### src/rtl/event_scheduler.sv
// ---------------------------------------------------------------------------
// event_scheduler
//
// Write side of the delay-line timestamp FIFO. Rising edges on the
// asynchronous event_in level are synchronized, and on each accepted event
// the free-running timer value plus the programmed delay (clamped to at
// least MIN_DELAY, wrapping modulo 2^WIDTH) becomes a target count that is
// pushed into the FIFO. An entry that cannot be written before the timer
// reaches its target is dropped, as is any event arriving while an entry
// is still held.
//
// Ports:
//   clk         clock
//   n_reset     synchronous, active-low reset
//   enable      1 = accept new events, 0 = ignore edges
//   event_in    asynchronous event level, rising edge = event
//   count       free-running timer shared with the read stage
//   delay       programmed delay in clk cycles, sampled at acceptance
//   full        FIFO full flag
//   clr_status  synchronous clear of overflow and drop_count
//   wr_en       FIFO write strobe, one cycle per entry (registered)
//   data_out    target count written to the FIFO (registered)
//   pending     an accepted entry is waiting to be written
//   overflow    sticky, set on any dropped event
//   drop_count  saturating count of dropped events
// ---------------------------------------------------------------------------
module event_scheduler #(
    parameter int WIDTH     = 8,
    parameter int MIN_DELAY = 4,
    parameter int CNT_WIDTH = 8
) (
    input  logic                 clk,
    input  logic                 n_reset,
    input  logic                 enable,
    input  logic                 event_in,
    input  logic [WIDTH-1:0]     count,
    input  logic [WIDTH-1:0]     delay,
    input  logic                 full,
    input  logic                 clr_status,
    output logic                 wr_en,
    output logic [WIDTH-1:0]     data_out,
    output logic                 pending,
    output logic                 overflow,
    output logic [CNT_WIDTH-1:0] drop_count
);

    localparam logic [WIDTH-1:0]     MIN_DELAY_V = WIDTH'(MIN_DELAY);
    localparam logic [CNT_WIDTH-1:0] CNT_ONE     = {{(CNT_WIDTH-1){1'b0}}, 1'b1};
    localparam logic [CNT_WIDTH-1:0] CNT_MAX     = {CNT_WIDTH{1'b1}};

    typedef enum logic [1:0] {
        IDLE  = 2'b00,
        PEND  = 2'b01,
        WRITE = 2'b10
    } state_t;

    state_t           state_r;
    logic             s1_r;
    logic             s2_r;
    logic             s3_r;
    logic [WIDTH-1:0] target_r;

    logic             evt_s;
    logic             expired_s;
    logic             drop_s;
    logic [WIDTH-1:0] new_target_s;

    // Target = count + max(delay, MIN_DELAY); the sum wraps with no carry out.
    function automatic logic [WIDTH-1:0] calc_target(
        input logic [WIDTH-1:0] cnt,
        input logic [WIDTH-1:0] dly
    );
        logic [WIDTH-1:0] eff;
        if (dly < MIN_DELAY_V) begin
            eff = MIN_DELAY_V;
        end else begin
            eff = dly;
        end
        return cnt + eff;
    endfunction

    // Edge detect, candidate target and drop decision for the current cycle.
    always_comb begin
        evt_s        = s2_r & ~s3_r & enable;
        new_target_s = calc_target(count, delay);
        expired_s    = 1'b0;
        drop_s       = 1'b0;
        case (state_r)
            PEND: begin
                // Expiry drops the held entry; otherwise a new event is the
                // one dropped. Either way at most one drop per cycle.
                expired_s = (count == target_r);
                drop_s    = expired_s | evt_s;
            end
            default: begin
                expired_s = 1'b0;
                drop_s    = 1'b0;
            end
        endcase
    end

    // Three-stage synchronizer; s3 is the previous value of s2 for edge detect.
    always_ff @(posedge clk) begin
        if (!n_reset) begin
            s1_r <= 1'b0;
            s2_r <= 1'b0;
            s3_r <= 1'b0;
        end else begin
            s1_r <= event_in;
            s2_r <= s1_r;
            s3_r <= s2_r;
        end
    end

    // Entry FSM with registered write strobe, data and pending flag.
    always_ff @(posedge clk) begin
        if (!n_reset) begin
            state_r  <= IDLE;
            target_r <= {WIDTH{1'b0}};
            wr_en    <= 1'b0;
            data_out <= {WIDTH{1'b0}};
            pending  <= 1'b0;
        end else begin
            wr_en <= 1'b0;
            case (state_r)
                IDLE, WRITE: begin
                    // An event during the write cycle is accepted normally.
                    if (evt_s) begin
                        target_r <= new_target_s;
                        state_r  <= PEND;
                        pending  <= 1'b1;
                    end else begin
                        state_r  <= IDLE;
                        pending  <= 1'b0;
                    end
                end
                PEND: begin
                    if (expired_s) begin
                        if (evt_s) begin
                            target_r <= new_target_s;
                            state_r  <= PEND;
                            pending  <= 1'b1;
                        end else begin
                            state_r  <= IDLE;
                            pending  <= 1'b0;
                        end
                    end else if (!full) begin
                        data_out <= target_r;
                        wr_en    <= 1'b1;
                        state_r  <= WRITE;
                        pending  <= 1'b0;
                    end else begin
                        state_r  <= PEND;
                        pending  <= 1'b1;
                    end
                end
                default: begin
                    state_r <= IDLE;
                    pending <= 1'b0;
                end
            endcase
        end
    end

    // Sticky overflow and saturating drop counter; a clear coinciding with a
    // drop leaves overflow low but records that single drop.
    always_ff @(posedge clk) begin
        if (!n_reset) begin
            overflow   <= 1'b0;
            drop_count <= {CNT_WIDTH{1'b0}};
        end else if (clr_status) begin
            overflow   <= 1'b0;
            drop_count <= drop_s ? CNT_ONE : {CNT_WIDTH{1'b0}};
        end else if (drop_s) begin
            overflow   <= 1'b1;
            drop_count <= (drop_count == CNT_MAX) ? drop_count : (drop_count + CNT_ONE);
        end else begin
            overflow   <= overflow;
            drop_count <= drop_count;
        end
    end

endmodule

### config.mk
export PLATFORM = sky130hd
export DESIGN_NAME = event_scheduler
export DESIGN_NICKNAME = d
export VERILOG_FILES = /design/src/rtl/event_scheduler.sv
export SDC_FILE = /design/constraint.sdc
export NUM_CORES = 1
export LEC_CHECK = 0
export CORE_ASPECT_RATIO = 0.7
export CORE_MARGIN = 3
export CORE_UTILIZATION = 30
export DETAILED_ROUTE_END_ITERATION = 10
export HOLD_SLACK_MARGIN = 0.08
export SYNTH_ARGS = -nofsm -noshare
export SYNTH_HDL_FRONTEND = slang
export SYNTH_SLANG_ARGS = --single-unit
### constraint.sdc
create_clock -name clk -period 8.52 [get_ports clk]
set_input_delay 2.556 -clock clk [delete_from_list [all_inputs] [get_ports clk]]
set_output_delay 2.556 -clock clk [all_outputs]
set_load 0.01 [all_outputs]
==> metrics.md <==
| Metric | Value |
|---|---|
| Status | completed |
| DR pass1 iterations | 4 |
| CP startpoint | delay[7] |
| Placed Cells | 305 |
| Clock Skews | 0.003572 ns |
| Startpoint Class | input pin |
| Antenna Nets Post-Route | 0 |
| Max VDD drop | 71.76 uV |
| Bufs on Longest Clock Path | 2 |
| Final Hold Viols | 0 |
| Endpoints failing setup | 0 |
| Syn_area_per_cell | 8.452 sq um |
| Cell Chain, Critical Path | clkdlybuf4s50_1 -> nor4_1 -> nand2_1 -> and2_1 -> ha_1 -> inv_1 -> fa_1 -> nand2b_1 -> a21oi_1 -> o21a_1 -> or3_1 -> a41o_1 |
| # clock sinks | 31 |
| Vias in the first global route | 1356 |
| Chip width | 96.61 microns |
| Detailed placement HPWL | 3.238 mm |
| Critical path buffers and inverters | 2 |
| Overall routing resource usage | 0.1219 |
| I/O pin cnt | 41 |
| RSZ-0062 raised after global routing | false |
| Area of the placeable core | 0.005395 sq mm |
| Relative slew slack | 0.2511 |
| Hold Buf Count CTS | 0 |
| Largest net degree at the start of global routing | 19 |
| Crit-path max cell delay | 0.44 ns |
| Slowest library cell on the worst path | clkdlybuf4s50_1 |
| Sequential fraction of the synthesis area | 0.3599 |
| Final #Nets | 271 |
| Filler instances | 560 |
| Worst EP arrival | 5.03 ns |
| Cts repair resizes | 0 |
| Asr flop ratio synth | 0 |
| PwrDens | 137.3 mW/mm^2 |
| Drt drc | 0 |
| DR iter-0 viols | 125 |
| Net Count, Synth | 235 |
| Worst setup path end | target_r[6] |
| Port buffer count | 40 |
| Average routed wire per standard cell | 13.21 microns |
| Die area | 0.006707 sq mm |
| Slew Limit Fails | 0 |
| Area delta synth->final | 30.62% |
| #FFs+latches synth | 31 |
| Hold Crit Class | reg2reg |
| Synth top area cells | dfxtp_1, ha_1, mux2i_1, a21oi_1, nor2_1 |
| Fin Setup TNS | 0 ns |
| Total of max-cap violations | 0 |
| Final non-filler cell total | 312 |
| Post-CTS Setup Inserts | 0 |
| CTS tree | built |
| H-tree Lvls | 2 |
| Worst-margin pin slew | 1.118 ns |
| Synth cell types | 41 |
| R2r startpoint | target_r[1] |
| Synth area leader | dfxtp_1 |
| Req. time, crit path | 8.69 ns |
| Yosys top cell area share | 0.3599 |
| R2R depth | 5 |
| Tcrit/Tclk final | 0.5709 |
| Synthesized cell area | 0.001724 sq mm |
| Num CTS Buffers | 5 |
| Maximum clock frequency | 0.2056 GHz |
| Count leader, synth | dfxtp_1 |
| First-pass GRT wire length | 6.748 mm |
| Share of layout cells above drive strength 1 | 0.06667 |
| Post-layout util | 0.4174 |
| Die H | 69.43 microns |
| WS Path Type | in2reg |
| Critical path capture point type | flip-flop |
| Clock Latency Late Sink | 0.27 ns |
| Initial antenna violation count | 0 |
| Clock Pin Slew Worst Setup and Hold Paths | 0.06 ns |
| EDFF count, synth | 0 |
| Mapped Cells | 204 |
| R2R Path End | data_out[7] |
| Ys Warns | 0 |
| Crit path depth | 12 |
| Worst-path maximum fanout | 3 |
| Rows | 22 |
| Clock period minus worst slack | 4.864 ns |
| CP delay by family, top | simple AND/OR/NAND/NOR gates |
| Routed wire length | 4.122 mm |
| Total number of vias | 1537 |
| Root buffer cell | clkbuf_8 |
| LEAKAGE | 0.8678 nW |
| Via density | 4.926 |
| Gpl congestion | 0.8247 |
| Initial core utilization | 0.3196 |
| Total congestion overflow | 0 |
| Reg2Reg Setup Slack | 6.29 ns |
| Post-synth top cells | dfxtp_1, nor2_1, a21oi_1 |
| N_diodes | 0 |
| Top FF cell, synth | dfxtp_1 |
## state kept, by name, indices dropped and copies added (netlist names)
| signal | flops |
|---|---|
| state_r | 2 |
| overflow | 1 |
| data_out | 8 |
| wr_en | 1 |
| drop_count | 8 |
| s3_r | 1 |
| s2_r | 1 |
| target_r | 8 |
| s1_r | 1 |
## how the worst min path moves through the flow
stage,from,endpoint,slack (ns),cells past startpoint
after detailed placement,s1_r,s2_r,0.42,1
after floorplan,s1_r,s2_r,0.41,1
after global routing,s1_r,s2_r,0.46,1
after CTS,s1_r,s2_r,0.44,1
after global placement,s1_r,s2_r,0.42,1
final,s1_r,s2_r,0.43,1
## power by group
part / switching [mW] / total, mW / leakage, nW / internal (mW)
clock: 0.0514 / 0.115 / 0.0470 / 0.0633
combinational: 0.0231 / 0.0461 / 0.570 / 0.0230
sequential: 0.00166 / 0.149 / 0.251 / 0.147
## layout by cell type (no fill, tap or decap), drive strengths merged
| cell type | count |
|---|---|
| a211oi | 1 |
| a21o | 1 |
| a21oi | 18 |
| a311oi | 1 |
| a31oi | 5 |
| a41o | 4 |
| and2 | 4 |
| and2b | 1 |
| and4 | 3 |
| clkbuf | 6 |
| clkdlybuf4s50 | 40 |
| clkinv | 2 |
| dfxtp | 31 |
| fa | 1 |
| ha | 8 |
| inv | 5 |
| mux2i | 10 |
| nand2 | 11 |
| nand2b | 5 |
| nand3 | 7 |
| nand4 | 5 |
| nor2 | 22 |
| nor2b | 2 |
| nor3 | 3 |
| nor4 | 2 |
| o211ai | 2 |
| o21a | 2 |
| o21ai | 15 |
| o22ai | 1 |
| o31a | 2 |
| o31ai | 1 |
| or2 | 4 |
| or3 | 5 |
| xnor2 | 9 |
| xor2 | 1 |
## area by class of cell
class                      instances  area (sq um)  area share
clock buffer                       6         82.58     0.03667
clock inverter                     1         5.005    0.002222
inverter                           6         22.52     0.01000
multi-input combinational        156          1031      0.4578
sequential                        31         620.6      0.2756
tap                               72         90.09     0.04000
timing repair buffer              40         400.4      0.1778
## metrics by stage
step                      area, sq um  worst slack [ns]  total power [mW]  hold WS [ns]
after global routing             2252             3.515            0.3250        0.4560
final                            2252             3.656            0.3093        0.4336
after global placement           2165             3.446            0.1974        0.4161
after CTS                        2252             3.639            0.3128        0.4374
after floorplan                  1724             4.056            0.1799        0.4119
after detailed placement         2165             3.364            0.1976        0.4218
## cell families (layout without fill, tap and decap cells)
logic type	Yosys count	after routing	share of synthesized area
muxes	10	10	0.05806
adders and majority gates	9	9	0.06967
buffers and inverters	17	53	0.04208
AOI/OAI and AO/OA	53	53	0.1952
and+or+nand+nor	74	74	0.2242
xor gates and xnor gates	10	10	0.05080
DFF	31	31	0.3599
## worst reg2reg max path, stage by stage, from the launching register on
cell and delay (ns):
dfxtp_1 0.33, xnor2_1 0.26, nand4_2 0.24, o211ai_1 0.95
mux2i_1 0.28, nor2_1 0.05
## metal layers
metal	share of wire	routed length, microns	GRT usage
met3	0.077	316	0.03518
met4	0.0056	23	0.03271
met5	0	0	0
met1	0.56	2309	0.1990
met2	0.36	1473	0.1476
No activity file was read; power rests on OpenSTA's default activity.
